$ cat src/rtl/alu_arbiter.sv
// Round-robin arbiter that lets two requesters share one external ALU.
// One operation in flight at a time: IDLE grant -> EXEC capture -> RESP handshake.
//
// state | meaning
// IDLE  | waiting for a request; grants one requester combinationally
// EXEC  | operands on the ALU; result and flags captured at the end of the cycle
// RESP  | result presented to the owner until it takes it
module alu_arbiter (
  input  logic        clk,
  input  logic        rst_n,

  input  logic        req0_valid,
  output logic        req0_ready,
  input  logic [31:0] req0_a,
  input  logic [31:0] req0_b,
  input  logic [1:0]  req0_func,
  input  logic        req0_setflags,

  input  logic        req1_valid,
  output logic        req1_ready,
  input  logic [31:0] req1_a,
  input  logic [31:0] req1_b,
  input  logic [1:0]  req1_func,
  input  logic        req1_setflags,

  output logic        rsp0_valid,
  input  logic        rsp0_ready,
  output logic [31:0] rsp0_data,
  output logic [3:0]  rsp0_flags,

  output logic        rsp1_valid,
  input  logic        rsp1_ready,
  output logic [31:0] rsp1_data,
  output logic [3:0]  rsp1_flags,

  output logic [31:0] alu_a,
  output logic [31:0] alu_b,
  output logic [1:0]  alu_func,
  input  logic [31:0] alu_out,
  input  logic        alu_c,
  input  logic        alu_z,
  input  logic        alu_n,
  input  logic        alu_v,

  output logic [3:0]  flags_q
);

  typedef enum logic [1:0] {
    IDLE = 2'd0,
    EXEC = 2'd1,
    RESP = 2'd2
  } state_t;

  state_t      r_state;
  state_t      w_state_nxt;

  logic [31:0] r_a;
  logic [31:0] r_b;
  logic [1:0]  r_func;
  logic        r_setflags;
  logic        r_owner;
  logic        r_last_grant;
  logic [31:0] r_result;
  logic [3:0]  r_rflags;
  logic [3:0]  r_flags;

  logic        w_grant_vld;
  logic        w_grant_id;
  logic        w_rsp_take;

  always_comb begin
    w_state_nxt = r_state;
    w_grant_vld = 1'b0;
    w_grant_id  = 1'b0;
    w_rsp_take  = 1'b0;
    case (r_state)
      IDLE: begin
        // Reset gate keeps the ready strobes quiet while rst_n is held low.
        if (rst_n && (req0_valid || req1_valid)) begin
          w_grant_vld = 1'b1;
          if (req0_valid && req1_valid) begin
            w_grant_id = ~r_last_grant;
          end else begin
            w_grant_id = req1_valid;
          end
          w_state_nxt = EXEC;
        end
      end
      EXEC: begin
        w_state_nxt = RESP;
      end
      RESP: begin
        w_rsp_take = r_owner ? rsp1_ready : rsp0_ready;
        if (w_rsp_take) begin
          w_state_nxt = IDLE;
        end
      end
      default: begin
        w_state_nxt = IDLE;
      end
    endcase
  end

  always_ff @(posedge clk or negedge rst_n) begin
    if (!rst_n) begin
      r_state      <= IDLE;
      r_a          <= 32'd0;
      r_b          <= 32'd0;
      r_func       <= 2'b00;
      r_setflags   <= 1'b0;
      r_owner      <= 1'b0;
      r_last_grant <= 1'b1;
      r_result     <= 32'd0;
      r_rflags     <= 4'd0;
      r_flags      <= 4'd0;
    end else begin
      r_state <= w_state_nxt;
      if (w_grant_vld) begin
        r_a          <= w_grant_id ? req1_a        : req0_a;
        r_b          <= w_grant_id ? req1_b        : req0_b;
        r_func       <= w_grant_id ? req1_func     : req0_func;
        r_setflags   <= w_grant_id ? req1_setflags : req0_setflags;
        r_owner      <= w_grant_id;
        r_last_grant <= w_grant_id;
      end
      if (r_state == EXEC) begin
        r_result <= alu_out;
        r_rflags <= {alu_n, alu_z, alu_c, alu_v};
        if (r_setflags) begin
          r_flags <= {alu_n, alu_z, alu_c, alu_v};
        end
      end
    end
  end

  assign req0_ready = w_grant_vld && !w_grant_id;
  assign req1_ready = w_grant_vld &&  w_grant_id;

  assign rsp0_valid = (r_state == RESP) && !r_owner;
  assign rsp1_valid = (r_state == RESP) &&  r_owner;
  assign rsp0_data  = r_result;
  assign rsp1_data  = r_result;
  assign rsp0_flags = r_rflags;
  assign rsp1_flags = r_rflags;

  assign alu_a    = r_a;
  assign alu_b    = r_b;
  assign alu_func = r_func;
  assign flags_q  = r_flags;

endmodule

$ cat config.mk
export PLATFORM = sky130hd
export DESIGN_NAME = alu_arbiter
export DESIGN_NICKNAME = d
export VERILOG_FILES = /design/src/rtl/alu_arbiter.sv
export SDC_FILE = /design/constraint.sdc
export NUM_CORES = 1
export LEC_CHECK = 0
export BUFFER_PORTS_ARGS = -buffer_cell sky130_fd_sc_hd__buf_4
export CORE_MARGIN = 2
export CORE_UTILIZATION = 35
export DETAILED_ROUTE_END_ITERATION = 8
export GPL_TIMING_DRIVEN = 0
export PLACE_DENSITY = 0.64
export SLEW_MARGIN = 20
export SYNTH_ARGS = -nofsm -noshare
export SYNTH_HDL_FRONTEND = slang
export SYNTH_SLANG_ARGS = --single-unit
$ cat constraint.sdc
create_clock -name clk -period 3.3 [get_ports clk]
set_input_delay 0.66 -clock clk [delete_from_list [all_inputs] [get_ports clk]]
set_output_delay 0.66 -clock clk [all_outputs]
set_load 0.02 [all_outputs]
=== Yosys cells after proc, flatten, opt, wreduce, memory -nomap -nowiden ===
Index checks and enable logic that the tools add are counted.

* Logic and storage cells: 40
* Bits of input ports: 176
* Register bits: 111

* Equality and inequality tests: 4
* Multiplexer cells: 13
* Bitwise logic cells: 1
* Reductions and logical operators: 12

{| class="wikitable"
|+ Operators with widths
! cell !! number
|-
| 32-bit two-way mux || 2
|-
| 1-bit two-way mux || 7
|-
| 1-bit logical AND || 6
|-
| 2-bit two-way mux || 3
|-
| 2-bit one-hot mux with 3 select lines || 1
|-
| 2-bit inequality test (second input constant) || 2
|-
| 2-bit AND reduction || 2
|-
| 2-bit by 1-bit == test with 1-bit output (second input constant) || 1
|-
| 2-bit == test (second input constant) || 1
|-
| 1-bit zero test || 2
|-
| 2-bit zero test || 1
|-
| 1-bit logical OR || 1
|-
| 1-bit inverter || 1
|}

=== Depth between registers and ports, before layout ===
* Depth after elaboration: 6
* Gate-level depth with buffers: 7
* Depth with buffers taken out: 4

=== Least setup slack after synthesis ===
No wires, ideal clock.

* Path kind: input to output
* Start point: in req0_valid
* End point: out req0_ready
* Arrival: 1.543 ns
* Setup slack: 1.097 ns
* Cell stages on the path: 5
* Required time: 2.640 ns
* Path through: buf_2 -> buf_2 -> buf_1 -> nand3_1 -> inv_1

* Longest elaborated chain between the ends: 6

{| class="wikitable"
|+ RTL lines
! what !! RTL line !! RTL
|-
| start: declaration || 12 || <nowiki>input logic req0_valid,</nowiki>
|-
| 1-bit logical AND or 1-bit logical OR (tied branches) || 81, 79 ||
|-
| 1-bit two-way mux or 1-bit logical AND (tied branches) || 81, 79 ||
|-
| 1-bit two-way mux || 79 || <nowiki>if (rst_n && (req0_valid || req1_valid)) begin</nowiki>
|-
| 1-bit two-way mux || 76 || <nowiki>case (r_state)</nowiki>
|-
| 1-bit zero test || 136 || <nowiki>assign req0_ready = w_grant_vld && !w_grant_id;</nowiki>
|-
| 1-bit logical AND (*) || 136 ||
|-
| end: declaration || 13 || <nowiki>output logic req0_ready,</nowiki>
|}

Every way passes the cells marked *; elsewhere a longest branch is shown, timed or not.

=== Worst setup path after layout ===
* Start point: in rst_n
* End point: out req1_ready

* Longest elaborated chain between the ends: 4

{| class="wikitable"
|+ RTL lines
! what !! RTL line !! RTL
|-
| start: declaration || 10 || <nowiki>input logic rst_n,</nowiki>
|-
| 1-bit logical AND (*) || 79 ||
|-
| 1-bit two-way mux || 79 ||
|-
| 1-bit two-way mux || 76 ||
|-
| 1-bit logical AND (*) || 137 || <nowiki>assign req1_ready = w_grant_vld && w_grant_id;</nowiki>
|-
| end: declaration || 20 || <nowiki>output logic req1_ready,</nowiki>
|}

Marks and branches as above.

==> impl_metrics.py <==
metrics = {
    "outcome": {
        "outcome": "complete, no violations",
    },
    "critical_path": {
        "critPathLaunchType": "input pin",
        "worst-path-max-fanout": 54,
        "endpoint_kind": "output port",
        "required_ps": 2640,
        "worstSetupPathType": "input pin to output port",
        "worstPathArrival_ps": 2350,
    },
    "routing": {
        "viasPerCell": 5.021,
        "drt_iter0_markers": 197,
        "routedWlPerCell_um": 18.67,
        "dr.pass1.iters": 5,
        "ant_nets": 0,
        "drc": 0,
        "routed_wl_um": 18140,
        "dr_total_vias": 4880,
    },
    "clock_tree": {
        "cts_root_buf": "clkbuf_16",
        "clk_path_buf_depth": 2,
        "post_cts_buffers": 0,
        "cts_sinks": 111,
        "clkTransAtPathRegs_ps": 80,
        "holdBufCountCts": 0,
        "h-tree-depth": 3,
        "clk-insertion-delay-late_ps": 350,
        "cts_buffers": 9,
        "cts_tree": "built",
    },
    "floorplan": {
        "die_area_um2": 16040,
        "pin_count": 322,
        "rows": 44,
        "die_x_um": 126.7,
        "start_util": 0.3596,
        "die_h_um": 126.7,
        "core_um2": 14640,
    },
    "yosys": {
        "yosysSeqAreaShare": 0.5277,
        "syn_nets": 626,
        "ys_warn_count": 0,
        "yosysTopAreaCell": "dfrtp_1",
        "synth_top_cell_area_share": 0.5227,
        "synthTopCellsByArea": "dfrtp_1 52%, a221o_1 13%, mux2_2 8.8%",
        "netlist_area_um2": 5266,
        "syn_avg_cell_area_um2": 11.70,
        "synth_cell_type_count": 25,
        "syn_inst": 450,
        "ys_ff_latch": 111,
    },
    "sta": {
        "finalHoldViolations": 0,
        "skew_ps": 16.20,
        "clock.fmax_mhz": 332.5,
        "setup_violations": 0,
        "period_minus_slack_ps": 3008,
        "rsz0062_at_grt": "false",
        "finalCritPeriodShare": 0.9115,
        "tightest_slew_ps": 549.5,
        "max_slew_margin": 0.6312,
        "finalSetupTns_ps": 0,
        "drv_slew": 0,
    },
    "place": {
        "dp_hpwl_um": 13940,
        "portBuffers": 320,
        "gp_routability_congestion": 0.8005,
    },
    "final_layout": {
        "fillers": 1317,
        "drive_gt1_frac": 0.5977,
        "fin_util": 0.5627,
        "area_growth_pct": 56.47,
        "final_nets": 959,
        "ff_latch_area_um2": 2779,
        "multi_input_area_um2": 1968,
        "diodes": 0,
    },
    "grt": {
        "grt_pass1_vias": 5127,
        "met1_usage": 0.2617,
        "grt_pass1_wl_um": 27700,
        "track_usage": 0.2195,
        "grt_busiest_layer": "met2",
        "antenna_found_initial": 0,
        "grt_max_degree": 62,
        "gr-total-overflow": 0,
        "met2_usage": 0.3911,
        "met3_usage": 0.06622,
    },
    "power_and_ir_drop": {
        "leakage_nw": 4.062,
        "max-vdd-ir-drop_mv": 0.4097,
        "fin_total_pwr_mw": 7.994,
        "cellPowerDensity_nw_per_um2": 970.1,
    },
    "hold_path": {
        "hold_path.class": "input pin to async pin",
    },
    "flow_run": {
        "maxCapViolCount": 0,
    },
}
## final timing paths
check,start,endpoint,slack [ps],depth (start not counted)
setup reg to reg,r_state[1],alu_b[29],1410,5
setup / recovery,rst_n,req1_ready,290,7
min in group clk,alu_b[27],alu_b[27],520,1
hold / removal,rst_n,alu_b[9],180,1
max in group asynchronous,rst_n,r_last_grant,2580,2
hold reg to reg,alu_b[27],alu_b[27],520,1
## state kept, by name (all words and copies together), names as in the netlist
register      cells
flags_q           4
rsp0_data        32
r_owner           1
alu_func          2
rsp0_flags        4
r_state           2
r_setflags        1
alu_b            32
r_last_grant      1
alu_a            32
## synth_stat cells (all sizes together)
library cell,count
a221o,67
nand2,68
dfrtp,110
clkbuf,16
nor2,2
nand3b,1
nor2b,1
buf,62
nor3b,1
mux2,41
dfstp,1
inv,3
nand2b,3
or3b,1
a21oi,1
o21ai,2
nand3,1
and3,1
o21a,1
nor3,67
## cell usage in the layout, fill, tap and decap left out, types with 2 or more instances in the layout
cell type   count
nor3_2         30
nor2_1          2
clkbuf_1       17
buf_4         357
mux2_2         41
a221o_1        67
dfrtp_1       110
inv_1           3
clkbuf_16      10
nand2b_1        3
nand2_1        68
buf_6           7
clkinvlp_4      2
buf_2          16
clkinv_2        2
nor3_1         37
## power by group
| group | internal, mW | total, mW | leakage [nW] | switching [mW] |
|---|---|---|---|---|
| clock network | 0.533 | 1.04 | 0.132 | 0.502 |
| logic | 2.19 | 4.46 | 2.59 | 2.27 |
| registers | 2.03 | 2.49 | 1.34 | 0.466 |
| total | 4.75 | 7.99 | 4.06 | 3.24 |
## timing repair
| item | 4_1_cts | 5_1_grt |
|---|---|---|
| cloned | 0 | 1 |
| resized for setup | 1 | 1 |
| endpoints found under the setup margin | 1 | 1 |
## final cells by class
| class | count | area share |
|---|---|---|
| plain buffers | 78 | 0.06165 |
| flip-flops and latches | 111 | 0.3372 |
| inverters | 3 | 0.001367 |
| repair buffers | 322 | 0.2994 |
| well taps | 184 | 0.02794 |
| clock buffers | 11 | 0.02946 |
| clock inverters | 5 | 0.004100 |
| multi-input cells | 258 | 0.2388 |
## logic make-up (layout without fill, tap and decap cells)
family | Yosys count | after routing | share of synthesized area
mux | 41 | 41 | 0.08767
buf+inv | 81 | 419 | 0.09860
simple gates | 146 | 146 | 0.1544
flops | 111 | 111 | 0.5277
compound gates | 71 | 71 | 0.1316
## critical path, cell delays in order
cell and delay, ps:
buf_12 260, buf_16 230, nor3b_2 250, and3_1 180, clkbuf_1 260, buf_2 290
buf_4 180
## layer usage
layer  share of wire  wire length (um)
met1            0.39              7043
met2            0.51              9288
met3           0.087              1573
met4           0.013               238
met5               0                 0
## per-stage QoR
| stage | setup slack (ps) | hold WS [ps] | cell area, um2 | cells |
|---|---|---|---|---|
| finish | 292.2 | 180.9 | 8240 | 972 |
| detailed placement | -75.92 | 496.7 | 7930 | 955 |
| global route | 90.50 | 193.3 | 8240 | 972 |
| CTS | 3.514 | 232.2 | 8210 | 971 |
| global placement | -468.0 | 491.3 | 7899 | 954 |
| floorplan | 1097 | 364.4 | 5266 | 450 |
Note: power is estimated with default switching activity, not from simulation.
